**src/rtl/muldiv_pkg.sv**
```systemverilog
// Shared op/state encodings and op-class helpers for muldiv_unit.
package muldiv_pkg;

    typedef enum logic [2:0] {
        OP_MUL    = 3'b000,
        OP_MULH   = 3'b001,
        OP_MULHSU = 3'b010,
        OP_MULHU  = 3'b011,
        OP_DIV    = 3'b100,
        OP_DIVU   = 3'b101,
        OP_REM    = 3'b110,
        OP_REMU   = 3'b111
    } op_e;

    typedef enum logic [1:0] {
        S_IDLE,
        S_CALC,
        S_FIX,
        S_DONE
    } state_e;

    function automatic logic is_div(op_e op);
        return op[2];
    endfunction

    // mul is treated as signed: its low half is identical either way
    function automatic logic is_signed_a(op_e op);
        return (op == OP_MUL) || (op == OP_MULH) || (op == OP_MULHSU) ||
               (op == OP_DIV) || (op == OP_REM);
    endfunction

    function automatic logic is_signed_b(op_e op);
        return (op == OP_MUL) || (op == OP_MULH) || (op == OP_DIV) || (op == OP_REM);
    endfunction

endpackage

```
**src/rtl/muldiv_unit.sv**
```systemverilog
// Iterative RV32M multiply/divide unit with start/done handshake and flush.
// Optional MULDIV_FAST_MUL_EN: multiplies bypass CALC via a single-cycle product in FIX.
module muldiv_unit
    import muldiv_pkg::*;
#(
    parameter int unsigned XLEN = 32
) (
    input  logic            clk,
    input  logic            rst,
    input  logic            start,
    input  logic [2:0]      op,
    input  logic [XLEN-1:0] a,
    input  logic [XLEN-1:0] b,
    input  logic            flush,
    output logic            ready,
    output logic            busy,
    output logic            done,
    output logic [XLEN-1:0] result
);

    localparam int unsigned CNT_W = $clog2(XLEN + 1);
    localparam int unsigned DW    = 2 * XLEN;

    state_e           state_q, state_d;
    op_e              op_in;
    op_e              op_q;
    logic [CNT_W-1:0] cnt_q;
    logic [XLEN-1:0]  mag_b_q;
    logic [DW-1:0]    acc_q;
    logic             sign_a_q, sign_b_q;

    logic             accept, div_zero, div_ovf, fast_mul;
    logic [XLEN-1:0]  mag_a, mag_b;
    logic [XLEN:0]    mul_sum, div_trial, div_diff;
    logic [DW-1:0]    acc_step, prod, prod_s;
    logic [XLEN-1:0]  quot_s, rem_s, fix_val;

    // Operand decode and special-case detection for the start cycle
    always_comb begin
        op_in    = op_e'(op);
        accept   = (state_q == S_IDLE) && start && !flush;
        div_zero = is_div(op_in) && (b == '0);
        div_ovf  = is_div(op_in) && is_signed_a(op_in) &&
                   (a == {1'b1, {(XLEN-1){1'b0}}}) && (&b);
        mag_a    = (is_signed_a(op_in) && a[XLEN-1]) ? -a : a;
        mag_b    = (is_signed_b(op_in) && b[XLEN-1]) ? -b : b;
`ifdef MULDIV_FAST_MUL_EN
        fast_mul = !is_div(op_in);
`else
        fast_mul = 1'b0;
`endif
    end

    // One radix-2 step: shift-add for multiply, restoring shift-subtract for divide
    always_comb begin
        mul_sum   = {1'b0, acc_q[DW-1:XLEN]} + (acc_q[0] ? {1'b0, mag_b_q} : '0);
        div_trial = {acc_q[DW-1:XLEN], acc_q[XLEN-1]};
        div_diff  = div_trial - {1'b0, mag_b_q};
        if (is_div(op_q)) begin
            acc_step = {(div_diff[XLEN] ? div_trial[XLEN-1:0] : div_diff[XLEN-1:0]),
                        acc_q[XLEN-2:0], ~div_diff[XLEN]};
        end else begin
            acc_step = {mul_sum, acc_q[XLEN-1:1]};
        end
    end

    // Sign correction and half/quotient/remainder selection
    always_comb begin
`ifdef MULDIV_FAST_MUL_EN
        prod = DW'(acc_q[XLEN-1:0]) * DW'(mag_b_q);
`else
        prod = acc_q;
`endif
        prod_s = (sign_a_q ^ sign_b_q) ? -prod : prod;
        quot_s = (sign_a_q ^ sign_b_q) ? -acc_q[XLEN-1:0] : acc_q[XLEN-1:0];
        rem_s  = sign_a_q ? -acc_q[DW-1:XLEN] : acc_q[DW-1:XLEN];
        unique case (op_q)
            OP_MUL:                         fix_val = prod_s[XLEN-1:0];
            OP_MULH, OP_MULHSU, OP_MULHU:   fix_val = prod_s[DW-1:XLEN];
            OP_DIV, OP_DIVU:                fix_val = quot_s;
            OP_REM, OP_REMU:                fix_val = rem_s;
            default:                        fix_val = '0;
        endcase
    end

    always_comb begin
        state_d = state_q;
        unique case (state_q)
            S_IDLE: begin
                if (accept) begin
                    state_d = (div_zero || div_ovf || fast_mul) ? S_FIX : S_CALC;
                end
            end
            S_CALC: begin
                if (flush) begin
                    state_d = S_IDLE;
                end else if (cnt_q == CNT_W'(1)) begin
                    state_d = S_FIX;
                end
            end
            S_FIX:   state_d = flush ? S_IDLE : S_DONE;
            S_DONE:  state_d = S_IDLE;
            default: state_d = S_IDLE;
        endcase
    end

    always_ff @(posedge clk) begin
        if (rst) begin
            state_q <= S_IDLE;
            ready   <= 1'b1;
            busy    <= 1'b0;
            done    <= 1'b0;
        end else begin
            state_q <= state_d;
            ready   <= (state_d == S_IDLE);
            busy    <= (state_d != S_IDLE);
            done    <= (state_d == S_DONE);
        end
    end

    // Datapath registers; bypassed divides preload the final quotient/remainder
    always_ff @(posedge clk) begin
        if (rst) begin
            op_q     <= OP_MUL;
            cnt_q    <= '0;
            mag_b_q  <= '0;
            acc_q    <= '0;
            sign_a_q <= 1'b0;
            sign_b_q <= 1'b0;
            result   <= '0;
        end else begin
            unique case (state_q)
                S_IDLE: begin
                    if (accept) begin
                        op_q  <= op_in;
                        cnt_q <= CNT_W'(XLEN);
                        if (div_zero) begin
                            acc_q    <= {a, {XLEN{1'b1}}};
                            mag_b_q  <= '0;
                            sign_a_q <= 1'b0;
                            sign_b_q <= 1'b0;
                        end else if (div_ovf) begin
                            acc_q    <= {{XLEN{1'b0}}, a};
                            mag_b_q  <= '0;
                            sign_a_q <= 1'b0;
                            sign_b_q <= 1'b0;
                        end else begin
                            acc_q    <= {{XLEN{1'b0}}, mag_a};
                            mag_b_q  <= mag_b;
                            sign_a_q <= is_signed_a(op_in) && a[XLEN-1];
                            sign_b_q <= is_signed_b(op_in) && b[XLEN-1];
                        end
                    end
                end
                S_CALC: begin
                    acc_q <= acc_step;
                    cnt_q <= cnt_q - CNT_W'(1);
                end
                S_FIX: begin
                    if (!flush) begin
                        result <= fix_val;
                    end
                end
                default: ;
            endcase
        end
    end

endmodule

```
**config.mk**
```make
export PLATFORM = sky130hd
export DESIGN_NAME = muldiv_unit
export DESIGN_NICKNAME = d
export VERILOG_FILES = /design/src/rtl/muldiv_pkg.sv /design/src/rtl/muldiv_unit.sv
export SDC_FILE = /design/constraint.sdc
export NUM_CORES = 1
export LEC_CHECK = 0
export CORE_MARGIN = 1.5
export CORE_UTILIZATION = 45
export CTS_CLUSTER_DIAMETER = 60
export DETAILED_ROUTE_END_ITERATION = 6
export DONT_BUFFER_PORTS = 1
export HOLD_SLACK_MARGIN = 0.05
export RECOVER_POWER = 100
export SYNTH_ARGS = -nofsm -noshare
export SYNTH_HDL_FRONTEND = slang
export SYNTH_SLANG_ARGS = --single-unit
```
**constraint.sdc**
```tcl
create_clock -name clk -period 8.05 [get_ports clk]
set_clock_uncertainty 0.2 [all_clocks]
set_input_delay 1.61 -clock clk [delete_from_list [all_inputs] [get_ports clk]]
set_output_delay 1.61 -clock clk [all_outputs]
set_load 0.02 [all_outputs]
```
* Word level (Yosys, flattened, before mapping)
Cells that the tools add are included.
** Storage, ports and cells
- Output and inout port bits :: 35
- Flip-flop bits (word level) :: 144
- Input port bits :: 71
- Word-level logic and storage cells :: 97
** Cells by class
- Bitwise logic cells :: 3
- Mux-type cells :: 27
- Add/subtract/negate cells :: 8
- Equality and inequality tests :: 18
- Reduce and logical (&&, ||, !) cells :: 30
** Operators with widths (count)
- 2-to-1 mux 32 bit :: 9
- 2-to-1 mux 64 bit :: 4
- negator 32 bit :: 4
- one-hot mux 32 bit (4 select lines) :: 1
- one-hot mux 64 bit (2 select lines) :: 1
- negator 64 bit :: 1
- adder 32 x 32 -> 33 bit :: 1
- subtractor 33 x 32 -> 33 bit :: 1
- equality test 32 bit, second input constant :: 1
- logical NOT 32 bit :: 1
- AND reduction 32 bit :: 1
- equality test 3 bit, second input constant :: 6
- one-hot mux 6 bit (2 select lines) :: 1
- 2-to-1 mux 2 bit :: 5
- equality test 3 x 2 -> 1 bit, second input constant :: 3
- logical AND 1 bit :: 8
- one-hot mux 2 bit (4 select lines) :: 1
- logical OR 1 bit :: 7
- equality test 2 bit, second input constant :: 3
- equality test 3 x 1 -> 1 bit, second input constant :: 2
- equality test 6 x 1 -> 1 bit, second input constant :: 1
- logical NOT 3 bit :: 2
- 2-to-1 mux 6 bit :: 1
- AND reduction 2 bit :: 3
- other kinds (11) :: 18

* Logic depth before layout (Yosys ltp)
- Depth after elaboration :: 13
- Gate-level depth with buffers :: 14
- Gate-level depth less buffers :: 12

* Worst setup path before layout
Ideal clock, no wire load.
- Path type :: input to register
- Start point :: in b[6]
- End point :: reg acc_q[32]
- Arrival :: 4.165 ns
- Path slack :: 3.599 ns
- Cell stages on the path :: 9
- Buffers on the path :: 1
- Library setup time :: 0.086 ns
- Required time :: 7.764 ns
- Cells stage by stage :: or4_4 > or3_4 > or4_4 > nor4_4 > and2_1 > buf_6 > a22oi_2 > a21boi_0 > a221oi_2
** Between the ends
- Word-level cells in the longest chain between the ends :: 5
** Ends and longest elaborated chain
- from (decl) :: RTL line muldiv_unit.sv:13 : input logic [XLEN-1:0] b,
- logical NOT 32 bit :: RTL line muldiv_unit.sv:42 : div_zero = is_div(op_in) && (b == '0);
- logical AND 1 bit :: RTL line muldiv_unit.sv:42
- 2-to-1 mux 64 bit :: RTL line muldiv_unit.sv:137 : if (div_zero) begin
- 2-to-1 mux 64 bit :: RTL line muldiv_unit.sv:134 : if (accept) begin
- one-hot mux 64 bit (2 select lines) :: RTL line muldiv_unit.sv:132 : unique case (state_q)
- to (signal assigned) :: RTL line muldiv_unit.sv:138 : acc_q <= {a, {XLEN{1'b1}}};
- to (signal assigned) :: RTL line muldiv_unit.sv:143 : acc_q <= {{XLEN{1'b0}}, a};
- to (signal assigned) :: RTL line muldiv_unit.sv:148 : acc_q <= {{XLEN{1'b0}}, mag_a};
- to (decl) :: RTL line muldiv_unit.sv:29 : logic [DW-1:0] acc_q;
No other way between the ends. The select of a mux whose other input is x is not followed.
A chain may end at the register's enable or synchronous reset.

* Worst setup path in the final report
- Start point :: in b[2]
- End point :: reg acc_q[32]
Same word-level chain as after synthesis.

==> impl_results.md <==
* Post-layout minimum cycle time at 5.80 ns
* Int Power at 1470 uW
* CTS H-Tree Depth at 4
* Global-route wire length before repair at 82500 um
* Largest net degree at the start of global routing at 109
* Async set-or-reset flop fraction in the synthesized netlist at 0
* Placed inst area at 14200 um^2
* Final worst-path cycle share at 0.721
* Syn_nets at 2105
* Starting Density at 0.459
* Clock power frac at 0.373
* DR iter-0 viols at 2010
* WL final at 54000 um
* Num ports at 106
* Reg power frac at 0.347
* Fmax at ~0.17 GHz
* Relative slew slack at -0.707
* Cell family with most CP delay: simple AND/OR/NAND/NOR gates
* Post-CTS sizing at 0
* Status: complete, but fails checks
* Initial antenna violation count at 2
* Critical path buffers and inverters at 2
* Seq cells post-synth at 144
* Yosys top cell by area: dfxtp_1
* Final Instance Count excl. Fillers at ~2300
* Sequence of cells on the critical path: or3_1 -> or3b_1 -> or4_1 -> nor4_1 -> clkbuf_1 -> and2_0 -> buf_4 -> a22oi_1 -> a21boi_0 -> a221oi_2
* Post-synth top flop: dfxtp_1
* Post-CTS Setup Inserts at 0
* RSZ-0062 raised after global routing: false
* Standby leakage power at between 0.005 and 0.006 uW
* Post-route ant nets at 0
* Reg clk slew, reported paths at about 0.070 ns
* Max Root-Sink Buffers at 2
* Core area at 30700 um^2
* Post-synthesis sequential area ratio at 0.205
* Clock buffer count from CTS at 17
* Least-Margin Pin Slew at 2.56 ns
* Routability cong. at 0.970
* Vias/cell at 6.64
* Fin nets at 1995
* Die Ht at 180 um
* Pwr Density at 156 nW/um^2
* Crit Path Max Fanout at 28
* Combinational Power Share at 0.280
* Final Cell Area at 14700 um^2
* Syn Std Cell Area at 14100 um^2
* Layout cells sized above 1 at 0.0419
* Antenna fix cells at 0
* Worst skew pair latency at 0.44 ns
* DP HPWL at just over 40000 um
* WP data required at 8.19 ns
* Die ar. at 32400 um^2
* Total track usage at 0.323
* YS warnings at 0
* Placed cells at 2228
* # fillers at about 3200
* Post-synth EDFFs at 0
* Sw frac at 0.360
* Startpoint types: input port
* Hold crit path type: flop to flop
* Final Hold Fails at 0
* Top cells by area, synth: dfxtp_1 20%, a21oi_1 7.0%, ha_1 6.3%, xnor2_1 6.2%, o21ai_0 5.5%
* Die Width at around 180 um
* Final setup violation count at 0
* Routed len/inst at 23.9 um
* Switch Pwr at 826 uW
* Failing checks: design-rule violations, max-capacitance violations, max-slew violations
* Syn Inst Count at a little under 2000
* Quantity of hold-fixing buffers added after cts at 0
* Setup TNS at 0 ns
* CP Class: input port to flop
* Clk sinks at 144
* CTS root buf: clkbuf_16
* TritonCTS clock tree: done
* Port Buffers at 0
* Vias at 15000
* Aggregate global routing overflow at 0
* CP endpoint kind: flop
* Max-cap viol count at 3
* Fin util at 0.480
* Max Transition Viols Final at between 100 and 150
* Crit-path slowest cell: clkbuf_1
* Drt first pass iters at 7
* DRC Markers at 5
* CP Data Arrival Time at 5.94 ns
* Synth Area per Inst at 7.18 um^2
* Vias in the first global route at 14000
* CP max stage delay at 0.83 ns
* FP Rows at 64
* Post-synth cell types at 80
* Area Overhead vs Synth at 4.62%
* Synth top area share at 0.205
* Max VDD drop at approximately 0.00011 V
-- area by class of cell --
type / instances / area, um^2 / area share
clock inverters: 13 / 179 / 0.0121
repair buffers: 25 / 161 / 0.0110
multi-input cells: 1601 / 10300 / 0.702
clock buffers: 18 / 429 / 0.0291
flip-flops and latches: 144 / 2880 / 0.196
well taps: 396 / 495 / 0.0336
inverters: 62 / 233 / 0.0158
-- final timing paths --
kind / startpoint / endpoint / slack, ns / cells past startpoint
worst max-delay path: b[2] / acc_q[32] / 2.25 / 10
worst min-delay path: cnt_q[5] / cnt_q[5] / 0.28 / 1
worst max register to register: acc_q[0] / acc_q[62] / 3.23 / 12
worst min register to register: cnt_q[5] / cnt_q[5] / 0.28 / 1
-- power by group through the flow --
stage,combinational [uW],sequential (uW),clock [uW]
2_1_floorplan,488,783,0
3_3_place_gp,621,809,0
3_5_place_dp,624,810,0
4_1_cts,628,794,857
5_1_grt,695,800,889
6_report,643,796,855
-- cell usage in the layout, fill, tap and decap left out, types with 14 or more instances in the layout --
| cell | instances |
|---|---|
| a211oi_1 | 44 |
| a21o_1 | 33 |
| a21oi_1 | 196 |
| a22oi_1 | 30 |
| a31oi_1 | 32 |
| and3_1 | 14 |
| buf_4 | 18 |
| clkbuf_16 | 17 |
| dfxtp_1 | 143 |
| ha_1 | 71 |
| inv_1 | 62 |
| mux2i_1 | 45 |
| nand2_1 | 132 |
| nand2b_1 | 20 |
| nand3_1 | 37 |
| nand4_1 | 26 |
| nor2_1 | 200 |
| nor3_1 | 59 |
| nor4_1 | 19 |
| o21ai_0 | 155 |
| o22ai_1 | 27 |
| o31ai_1 | 32 |
| o41ai_1 | 16 |
| or3_1 | 21 |
| or4_1 | 17 |
| xnor2_1 | 99 |
| xor2_1 | 79 |
-- routing by layer --
metal / GRT usage / up-vias / part of all wire
met5: 0 / - / 0.00059
met1: 0.445 / 7097 / 0.44
met3: 0.0964 / 144 / 0.12
met2: 0.475 / 772 / 0.41
met4: 0.114 / 4 / 0.038
li1: - / 6990 / -
-- flip-flops by register name, indices dropped and copies added (netlist names) --
signal,count
cnt_q,6
busy,1
sign_b_q,1
result,32
ready,1
acc_q,64
sign_a_q,1
state_q,2
done,1
mag_b_q,32
op_q,3
-- worst register-to-register path: stages (launching register included) --
cell,delay (ns)
dfxtp_1,0.37
inv_1,0.47
clkbuf_1,0.79
nor2_1,0.15
ha_1,0.43
and3_1,0.28
and2_1,0.17
a221oi_1,0.52
nor2_1,0.10
a2111oi_0,0.52
o41ai_1,0.32
a211oi_1,0.27
o31ai_1,0.10
-- stage by stage --
| step | setup WS (ns) | hold slack (ns) | power [uW] |
|---|---|---|---|
| 4_1_cts | 3.21 | 0.271 | 2280 |
| 3_5_place_dp | 2.77 | 0.266 | 1430 |
| 5_1_grt | 2.07 | 0.305 | 2380 |
| 2_1_floorplan | 3.60 | 0.243 | 1270 |
| 3_3_place_gp | 2.88 | 0.250 | 1430 |
| 6_report | 2.25 | 0.278 | 2290 |
-- cell usage after synthesis (all sizes together), types with 10 or more instances --
cell type and number:
o22ai 27, a311oi 12, or4 18, buf 17, a21o 33, inv 62, nand2b 21, ha 71
mux2i 45, a221oi 14, xor2 79, and3 14, o21a 13, a22oi 30, dfxtp 144, nor2b 13
nor3 60, a31oi 32, nand2 132, or3 22, nand3 37, a21oi 196, o21ai 156, o21bai 10
nor4 19, xnor2 100, o41ai 16, clkbuf 137, and2 12, a211oi 44, o31ai 32, nand4 26
nor2 201
-- cell families (layout without fill, tap and decap cells) --
family	after synthesis	count (layout)	synth area share
xor+xnor	179	179	0.111
flops	144	144	0.205
fa+ha+maj	73	73	0.0659
buf+inv	216	118	0.0587
compound gates	692	692	0.314
mux	50	50	0.0360
simple gates	607	607	0.209
Power figures use the tool's default switching activity.
